==> src/rtl/midi_tx_adapter.sv <==
// -----------------------------------------------------------------------------
// midi_tx_adapter
//
// Serialises one MIDI message (status byte plus 0, 1 or 2 data bytes) onto a
// MIDI line. Each byte is framed as 1 start bit, 8 data bits LSB first and
// 1 stop bit. Bytes of one message follow each other with no idle gap.
// When RUN_STATUS is enabled, a channel-voice status byte that matches the
// last transmitted one is omitted. Data bytes always go out with bit 7 cleared.
//
// Parameters
//   CLK_HZ      system clock frequency in Hz
//   BAUD        MIDI line bit rate (bit period = CLK_HZ/BAUD clocks, >= 2)
//   RUN_STATUS  1 = running-status compression enabled
//
// Ports
//   sys_clk     in   system clock, all logic on the rising edge
//   sys_rst_n   in   asynchronous active-low reset
//   MIDI_CMD    in   [7:0] status byte of the message to send
//   MIDI_DAT_0  in   [7:0] first data byte
//   MIDI_DAT_1  in   [7:0] second data byte
//   TX_START    in   one-cycle request strobe
//   MIDI_OUT    out  serial MIDI line, idle high, registered
//   TX_BUSY     out  high while a message is being sent
//   TX_DONE     out  one-cycle pulse when the last stop bit has completed
//   TX_ERR      out  one-cycle pulse when a request is rejected
//   fsm_state   out  [2:0] current transmit state, for debug/observation
//
// Request handshake:
//   TX_START is a single-cycle strobe with no ready signal. It is taken only
//   when the FSM is in IDLE and TX_DONE is low. A taken request whose
//   MIDI_CMD[7] is 1 latches all three input bytes and raises TX_BUSY (and
//   pulls MIDI_OUT low) in the next cycle. A taken request with MIDI_CMD[7]
//   clear produces a TX_ERR pulse in the next cycle and nothing else.
//   A strobe arriving while busy, or in the TX_DONE cycle, is dropped silently.
// -----------------------------------------------------------------------------
module midi_tx_adapter #(
    parameter int CLK_HZ     = 48000000,
    parameter int BAUD       = 31250,
    parameter int RUN_STATUS = 0
) (
    input  logic       sys_clk,
    input  logic       sys_rst_n,
    input  logic [7:0] MIDI_CMD,
    input  logic [7:0] MIDI_DAT_0,
    input  logic [7:0] MIDI_DAT_1,
    input  logic       TX_START,
    output logic       MIDI_OUT,
    output logic       TX_BUSY,
    output logic       TX_DONE,
    output logic       TX_ERR,
    output logic [2:0] fsm_state
);

    localparam int BIT_CLKS = CLK_HZ / BAUD;
    localparam int CW       = (BIT_CLKS > 2) ? $clog2(BIT_CLKS) : 1;

    // Last count of a full bit period.
    localparam logic [CW-1:0] BAUD_LAST = CW'(BIT_CLKS - 1);
    // The stop bit is split: STOP_BIT covers counts 0..BIT_CLKS-2 and
    // NEXT_BYTE covers the final count, so the stop bit still lasts exactly
    // BIT_CLKS cycles while NEXT_BYTE gets a cycle to pick what follows.
    localparam logic [CW-1:0] STOP_LAST = CW'(BIT_CLKS - 2);

    typedef enum logic [2:0] {
        IDLE      = 3'd0,
        START_BIT = 3'd1,
        DATA_BITS = 3'd2,
        STOP_BIT  = 3'd3,
        NEXT_BYTE = 3'd4
    } state_t;

    // Index of the last byte of a message (0 = status only, 2 = status + 2 data).
    function automatic logic [1:0] last_index(input logic [7:0] status);
        logic [1:0] idx;
        idx = 2'd0;
        case (status[7:4])
            4'h8, 4'h9, 4'hA, 4'hB, 4'hE: idx = 2'd2;
            4'hC, 4'hD:                   idx = 2'd1;
            4'hF: begin
                case (status[3:0])
                    4'h2:       idx = 2'd2;
                    4'h1, 4'h3: idx = 2'd1;
                    default:    idx = 2'd0;
                endcase
            end
            default: idx = 2'd0;
        endcase
        return idx;
    endfunction

    // ------------------------------------------------------------------------
    // State and datapath registers
    // ------------------------------------------------------------------------
    state_t        state_q, state_d;
    logic [CW-1:0] baud_q,  baud_d;
    logic [2:0]    bit_q,   bit_d;
    logic [1:0]    idx_q,   idx_d;     // byte being sent: 0 status, 1 dat0, 2 dat1
    logic [1:0]    last_q;             // index of the final byte of this message
    logic [7:0]    cmd_q, dat0_q, dat1_q;
    logic [7:0]    rs_q;               // last transmitted channel status
    logic          rs_valid_q;
    logic          out_q,  out_d;
    logic          busy_q, busy_d;
    logic          done_q, done_d;
    logic          err_q,  err_d;
    logic          load;

    // ------------------------------------------------------------------------
    // Combinational helpers
    // ------------------------------------------------------------------------
    logic       take_req;
    logic       rs_hit;
    logic       baud_end;
    logic [2:0] bit_nxt;
    logic [7:0] cur_byte;

    assign take_req = (state_q == IDLE) && TX_START && !done_q;
    assign baud_end = (baud_q == BAUD_LAST);
    assign bit_nxt  = bit_q + 3'd1;

    // A status byte may be skipped only for channel-voice messages (0x80-0xEF).
    assign rs_hit = (RUN_STATUS != 0) && rs_valid_q &&
                    (MIDI_CMD == rs_q) && (MIDI_CMD[7:4] != 4'hF);

    always_comb begin
        cur_byte = cmd_q;
        case (idx_q)
            2'd1:    cur_byte = {1'b0, dat0_q[6:0]};
            2'd2:    cur_byte = {1'b0, dat1_q[6:0]};
            default: cur_byte = cmd_q;
        endcase
    end

    // ------------------------------------------------------------------------
    // FSM: next-state and registered-output values
    // ------------------------------------------------------------------------
    always_comb begin
        state_d = state_q;
        baud_d  = baud_q;
        bit_d   = bit_q;
        idx_d   = idx_q;
        out_d   = out_q;
        busy_d  = busy_q;
        done_d  = 1'b0;
        err_d   = 1'b0;
        load    = 1'b0;

        case (state_q)
            IDLE: begin
                out_d  = 1'b1;
                busy_d = 1'b0;
                baud_d = '0;
                bit_d  = 3'd0;
                if (take_req) begin
                    if (MIDI_CMD[7]) begin
                        load    = 1'b1;
                        state_d = START_BIT;
                        out_d   = 1'b0;
                        busy_d  = 1'b1;
                        idx_d   = rs_hit ? 2'd1 : 2'd0;
                    end else begin
                        err_d = 1'b1;
                    end
                end
            end

            START_BIT: begin
                if (baud_end) begin
                    baud_d  = '0;
                    bit_d   = 3'd0;
                    out_d   = cur_byte[0];
                    state_d = DATA_BITS;
                end else begin
                    baud_d = baud_q + 1'b1;
                end
            end

            DATA_BITS: begin
                if (baud_end) begin
                    baud_d = '0;
                    if (bit_q == 3'd7) begin
                        out_d   = 1'b1;
                        state_d = STOP_BIT;
                    end else begin
                        bit_d = bit_nxt;
                        out_d = cur_byte[bit_nxt];
                    end
                end else begin
                    baud_d = baud_q + 1'b1;
                end
            end

            STOP_BIT: begin
                baud_d = baud_q + 1'b1;
                if (baud_q == STOP_LAST) begin
                    state_d = NEXT_BYTE;
                end
            end

            NEXT_BYTE: begin
                // Final cycle of the stop bit: either chain the next byte
                // straight into its start bit or finish the message.
                baud_d = '0;
                bit_d  = 3'd0;
                if (idx_q == last_q) begin
                    state_d = IDLE;
                    out_d   = 1'b1;
                    busy_d  = 1'b0;
                    done_d  = 1'b1;
                end else begin
                    idx_d   = idx_q + 2'd1;
                    out_d   = 1'b0;
                    state_d = START_BIT;
                end
            end

            default: begin
                state_d = IDLE;
                out_d   = 1'b1;
                busy_d  = 1'b0;
            end
        endcase
    end

    // ------------------------------------------------------------------------
    // FSM and counter registers
    // ------------------------------------------------------------------------
    always_ff @(posedge sys_clk or negedge sys_rst_n) begin
        if (!sys_rst_n) begin
            state_q <= IDLE;
            baud_q  <= '0;
            bit_q   <= 3'd0;
            idx_q   <= 2'd0;
            out_q   <= 1'b1;
            busy_q  <= 1'b0;
            done_q  <= 1'b0;
            err_q   <= 1'b0;
        end else begin
            state_q <= state_d;
            baud_q  <= baud_d;
            bit_q   <= bit_d;
            idx_q   <= idx_d;
            out_q   <= out_d;
            busy_q  <= busy_d;
            done_q  <= done_d;
            err_q   <= err_d;
        end
    end

    // ------------------------------------------------------------------------
    // Message latch and running-status register
    // ------------------------------------------------------------------------
    always_ff @(posedge sys_clk or negedge sys_rst_n) begin
        if (!sys_rst_n) begin
            cmd_q      <= 8'h00;
            dat0_q     <= 8'h00;
            dat1_q     <= 8'h00;
            last_q     <= 2'd0;
            rs_q       <= 8'h00;
            rs_valid_q <= 1'b0;
        end else if (load) begin
            cmd_q  <= MIDI_CMD;
            dat0_q <= MIDI_DAT_0;
            dat1_q <= MIDI_DAT_1;
            last_q <= last_index(MIDI_CMD);
            if (MIDI_CMD[7:4] != 4'hF) begin
                rs_q       <= MIDI_CMD;
                rs_valid_q <= 1'b1;
            end else if (!MIDI_CMD[3]) begin
                // System common (0xF0-0xF7) cancels running status;
                // real-time (0xF8-0xFF) leaves it untouched.
                rs_valid_q <= 1'b0;
            end
        end
    end

    assign MIDI_OUT  = out_q;
    assign TX_BUSY   = busy_q;
    assign TX_DONE   = done_q;
    assign TX_ERR    = err_q;
    assign fsm_state = state_q;

endmodule

==> config.mk <==
export PLATFORM = sky130hd
export DESIGN_NAME = midi_tx_adapter
export DESIGN_NICKNAME = d
export VERILOG_FILES = /design/src/rtl/midi_tx_adapter.sv
export SDC_FILE = /design/constraint.sdc
export NUM_CORES = 1
export LEC_CHECK = 0
export BUFFER_PORTS_ARGS = -buffer_cell sky130_fd_sc_hd__buf_4
export CORE_ASPECT_RATIO = 0.7
export CORE_MARGIN = 2
export CORE_UTILIZATION = 55
export CTS_CLUSTER_DIAMETER = 40
export CTS_CLUSTER_SIZE = 28
export DETAILED_ROUTE_END_ITERATION = 12
export GPL_TIMING_DRIVEN = 0
export HOLD_SLACK_MARGIN = 0.1
export PLACE_DENSITY = 0.83
export SLEW_MARGIN = 0
export SYNTH_ARGS = -nofsm -noshare
export SYNTH_HDL_FRONTEND = slang
export SYNTH_SLANG_ARGS = --single-unit
==> constraint.sdc <==
create_clock -name sys_clk -period 4.7 [get_ports sys_clk]
set_input_delay 0.235 -clock sys_clk [delete_from_list [all_inputs] [get_ports sys_clk]]
set_output_delay 0.235 -clock sys_clk [all_outputs]
set_load 0.005 [all_outputs]
==> impl_summary.md <==
Outcome
The run finished with clean final reports.

Min path
The beginning of the worst hold path is MIDI_DAT_0[0]. The worst hold path terminates at dat0_q[0]. The instance count along the most critical hold path is 2. The tightest min-delay check is of the in2reg type.

Setup path
The start-to-end type of the worst setup path is reg2reg. STA puts the critical path data arrival time at between 2 and 2.5 ns. The reg-to-reg startpoint is idx_q[0]. The worst setup path is launched from a flip-flop.

The largest stage delay on the critical path is 0.45 ns. Of all nets on the critical path, the largest fanout is 10. The slowest cell on the critical path is sky130_fd_sc_hd__dfrtp_1. The cell family contributing the most delay on the critical path is compound AO/OA/AOI/OAI gates. The endpoint identified for the worst register-to-register timing path is MIDI_OUT. Setup slack on the worst reg-to-reg path comes out at approximately 2.4 ns. The cell that appears most often on the critical path is sky130_fd_sc_hd__a21oi_1. The worst-case reg-to-reg path depth is 8.

The critical path goes through inv_1 -> ha_1 -> clkbuf_1 -> a21oi_1 -> o21ai_0 -> a2111oi_0 -> o211ai_1 -> a21oi_1. The data required time of the critical path is 4.93 ns. The count of buffering cells on the critical path with inverters included is 2. The endpoint type of the worst setup path is a flip-flop.

Timing
The worst clock skew is between 0.008 and 0.009 ns. The final max-slew violation count is 0. The final worst-path cycle share is between 40% and 50%.

For the final routed database, the setup TNS stands at 0 ns. The slew at the pin closest to its max-slew limit is 0.574 ns. The worst-case headroom to the max-slew limit is between 60% and 70%.

Timing would allow up to approximately 440 MHz. The final hold violation count is 0. For the finished layout, the period the worst path requires is roughly 2.3 ns.

The setup-violating endpoint count in the final report is 0. The setup slack after layout is approximately 2.4 ns. Setup repair after global routing left no endpoint under its margin.

Floorplan
The number of top-level design ports is 34. In this run the core area contains 20 standard-cell rows. The floorplan step defined a die boundary enclosing roughly 5200 µm². The die span in x is between 80 and 90 µm.

The overall die height is 60.7 µm. For this configuration, the core starts out at a cell density of 57.6%. The total core area is between 4000 and 5000 µm².

Power
The highest ir drop seen on vdd is approximately 220 µV. The ratio of total power to cell area is ~260 nW/µm². Summed over all cells, the static leakage comes to 1.43 nW.

Yosys
The cell area after technology mapping is approximately 2500 µm². Of all cell types, the one taking the most synthesized area is sky130_fd_sc_hd__dfrtp_1. The proportion of synthesized flip-flops having asynchronous set or reset is 100%.

The number of warning messages in the yosys log is 0. Of the post-synthesis cell area, the dominant cell type holds 45.6%. Counting flops with a built-in enable in the synthesized netlist gives 0. The count of distinct cell types in the synthesized netlist is 47. The share of the Yosys chip area taken by registers is 46.7%. The average footprint of a synthesized cell is 10.8 µm². The number of nets handed over by synthesis was roughly 270. Yosys attributes the largest share of cell area to sky130_fd_sc_hd__dfrtp_1 (46%), sky130_fd_sc_hd__mux2_4 (8.9%), sky130_fd_sc_hd__mux2_2 (4.5%), sky130_fd_sc_hd__nor2_1 (3.7%), sky130_fd_sc_hd__xor2_1 (3.5%).

The synthesized flop and latch total is between 40 and 50. After technology mapping, the gate count stands at ~230. Among all flip-flop cells after synthesis, the most frequent one is sky130_fd_sc_hd__dfrtp_1.

GRT
The number of antenna violations at the first check in global routing is 0. For this run, the total global-route usage over all layers was measured as 21.7%. The pin count of the biggest net entering global routing is between 40 and 50.

The global-route wire length before repair is ~8.5 mm. The number of global-route vias before repair is between 1500 and 2000. The total overflow reported by the global router is 0.

CTS
Clock latency on the worst-skew pair, taken at its later pin, is 0.30 ns. The clock net in this run drives a total of 47 sinks. TritonCTS built the clock tree.

The clock-pin slew on the worst setup and hold paths is around 0.090 ns. The level count of the clock H-tree is 2. In this run the deepest clock path goes through 2 buffers.

The number of clock buffers inserted by TritonCTS is 5. The buffer type at the clock tree root is sky130_fd_sc_hd__clkbuf_8. Post-CTS timing repair inserted 0 buffers for setup.

Placement
The HPWL reported at the end of detailed placement is ~3.8 mm. Before CTS, the worst setup slack after placement is ~2.5 ns. The final RePlAce weighted congestion is 0.860. The total of buffers placed on input and output ports is 31. The number of cells after detailed placement is 319.

Drt
The pre-antenna-repair detailed-routing pass consisted of 4 iterations. The count of nets left with antenna violations once routing finished came out at 0. Summed over all layers, the routed wires come to about 5.2 mm.

For this block, the initial DRC count from the detailed router was 170. The post-detailed-route via-to-cell ratio is a little under 6. The final route contains 1925 vias. The number of remaining DRC errors is 0.

The average detailed-routed wire length per instance is approximately 16 µm.

Cells and area
The repair_antennas step left the layout with diodes totalling 0. Relative to the synthesized area, the layout overhead comes to 17.4%. The final layout net count is 306.

After the flow finishes, the layout carries non-filler instances totaling ~330. The share of cells above drive strength 1 is a little over a quarter.

Run
Across the run, the number of max-cap violations was 0.
[flip-flops by register name, summed over array words and instances, names as in the netlist]
register / cells
baud_q: 11
fsm_state: 3
TX_DONE: 1
MIDI_OUT: 1
TX_ERR: 1
idx_q: 2
cmd_q: 8
TX_BUSY: 1
last_q: 2
bit_q: 3
dat0_q: 7
dat1_q: 7
[final cells by class]
class | instances | area [µm²]
flip-flops and latches | 47 | 1180
clock buffers | 6 | 82.6
well taps | 55 | 68.8
clock inverters | 2 | 35.0
repair buffers | 33 | 253
fillers | 337 | 1420
multi-input cells | 166 | 1230
inverters | 7 | 26.3
plain buffers | 13 | 90.1
[worst register-to-register path, stage by stage, from the launching register on]
cell	delay (ns)
sky130_fd_sc_hd__dfrtp_1	0.45
sky130_fd_sc_hd__inv_1	0.07
sky130_fd_sc_hd__ha_1	0.38
sky130_fd_sc_hd__clkbuf_1	0.26
sky130_fd_sc_hd__a21oi_1	0.17
sky130_fd_sc_hd__o21ai_0	0.11
sky130_fd_sc_hd__a2111oi_0	0.45
sky130_fd_sc_hd__o211ai_1	0.13
sky130_fd_sc_hd__a21oi_1	0.17
[worst max path at each step]
stage,start,to,slack (ns),cells after the start
3_5_place_dp,idx_q[0],MIDI_OUT,2.52,8
5_1_grt,idx_q[0],MIDI_OUT,2.26,8
2_1_floorplan,fsm_state[0],cmd_q[0],2.81,7
3_3_place_gp,idx_q[0],MIDI_OUT,2.52,8
6_report,idx_q[0],MIDI_OUT,2.44,8
4_1_cts,idx_q[0],MIDI_OUT,2.48,8
[cells in the mapped netlist (2+ instances only)]
cell and count:
sky130_fd_sc_hd__a211oi_1 7, sky130_fd_sc_hd__a21oi_1 13, sky130_fd_sc_hd__a221oi_1 3, sky130_fd_sc_hd__a22o_1 5, sky130_fd_sc_hd__a31oi_1 2, sky130_fd_sc_hd__and3_1 2, sky130_fd_sc_hd__and4b_1 2, sky130_fd_sc_hd__buf_6 3
sky130_fd_sc_hd__clkbuf_1 7, sky130_fd_sc_hd__dfrtp_1 46, sky130_fd_sc_hd__ha_1 6, sky130_fd_sc_hd__inv_1 7, sky130_fd_sc_hd__mux2_2 10, sky130_fd_sc_hd__mux2_4 15, sky130_fd_sc_hd__nand2_1 10, sky130_fd_sc_hd__nand2b_1 4
sky130_fd_sc_hd__nand3_1 6, sky130_fd_sc_hd__nand3b_1 2, sky130_fd_sc_hd__nand4_1 6, sky130_fd_sc_hd__nor2_1 25, sky130_fd_sc_hd__nor3_1 6, sky130_fd_sc_hd__nor4_1 3, sky130_fd_sc_hd__o211ai_1 2, sky130_fd_sc_hd__o21ai_0 9
sky130_fd_sc_hd__xor2_1 10
[placed cells by master, fill, tap and decap left out, types with 2 or more instances in the layout]
cell type                       synthesis  final
sky130_fd_sc_hd__a31oi_1                2      2
sky130_fd_sc_hd__clkbuf_8               0      6
sky130_fd_sc_hd__nand2_1               10     10
sky130_fd_sc_hd__and4b_1                2      2
sky130_fd_sc_hd__ha_1                   6      6
sky130_fd_sc_hd__o211ai_1               2      2
sky130_fd_sc_hd__nand3b_1               2      2
sky130_fd_sc_hd__nand4_1                6      6
sky130_fd_sc_hd__clkbuf_1               7      7
sky130_fd_sc_hd__nand2b_1               4      4
sky130_fd_sc_hd__and3_1                 2      2
sky130_fd_sc_hd__dlygate4sd3_1          0      2
sky130_fd_sc_hd__dfrtp_1               46     46
sky130_fd_sc_hd__nor2_1                25     25
sky130_fd_sc_hd__buf_4                  0     31
sky130_fd_sc_hd__mux2_4                15     15
sky130_fd_sc_hd__a22o_1                 5      5
sky130_fd_sc_hd__a221oi_1               3      3
sky130_fd_sc_hd__o21ai_0                9      9
sky130_fd_sc_hd__a211oi_1               7      7
sky130_fd_sc_hd__buf_6                  3      3
sky130_fd_sc_hd__nand3_1                6      6
sky130_fd_sc_hd__mux2_2                10     10
sky130_fd_sc_hd__inv_1                  7      7
sky130_fd_sc_hd__xor2_1                10     10
sky130_fd_sc_hd__nor4_1                 3      3
sky130_fd_sc_hd__nor3_1                 6      6
sky130_fd_sc_hd__a21oi_1               13     13
[cells by family (layout without fill, tap and decap cells)]
logic type      count (synthesis)  after routing  synth area share [%]
xor+xnor                       11             11                  3.82
fa+ha+maj                       6              6                  2.98
mux                            26             26                  13.8
flops                          47             47                  46.7
buf+inv                        20             61                  4.61
compound gates                 50             50                  13.4
simple gates                   73             73                  14.7
[layer usage]
| metal | vias up | track usage, % | part of all wire [%] |
|---|---|---|---|
| met5 | - | 0 | 0 |
| met4 | 0 | 7.03 | 1.3 |
| met3 | 8 | 5.03 | 5.1 |
| met2 | 49 | 33.1 | 44 |
| met1 | 946 | 31.4 | 50 |
| li1 | 922 | - | - |
[repair_timing]
action / in CTS / in global routing
hold buffers: 2 / 0
gates resized for setup: 0 / 0
endpoints found under the hold margin: 47 / 0
[stage by stage]
| stage | area (µm²) | power [W] | utilization, % | hold slack, ns |
|---|---|---|---|---|
| finish | 2960 | 0.000769 | 67.6 | 0.155 |
| global route | 2960 | 0.000794 | 67.6 | 0.149 |
| CTS | 2960 | 0.000773 | 67.6 | 0.150 |
| detailed placement | 2820 | 0.000470 | 64.5 | 0.273 |
| global placement | 2820 | 0.000468 | 64.5 | 0.273 |
| floorplan | 2520 | 0.000440 | - | -0.0606 |
[power by group]
group	internal, W	leakage (nW)	total [W]	switching [W]
sequential	0.000412	0.615	0.000418	0.00000563
clock	0.000172	0.0612	0.000306	0.000134
combinational	0.0000259	0.752	0.0000451	0.0000192
total	0.000610	1.43	0.000769	0.000159
(Power assumes the default switching activity.)
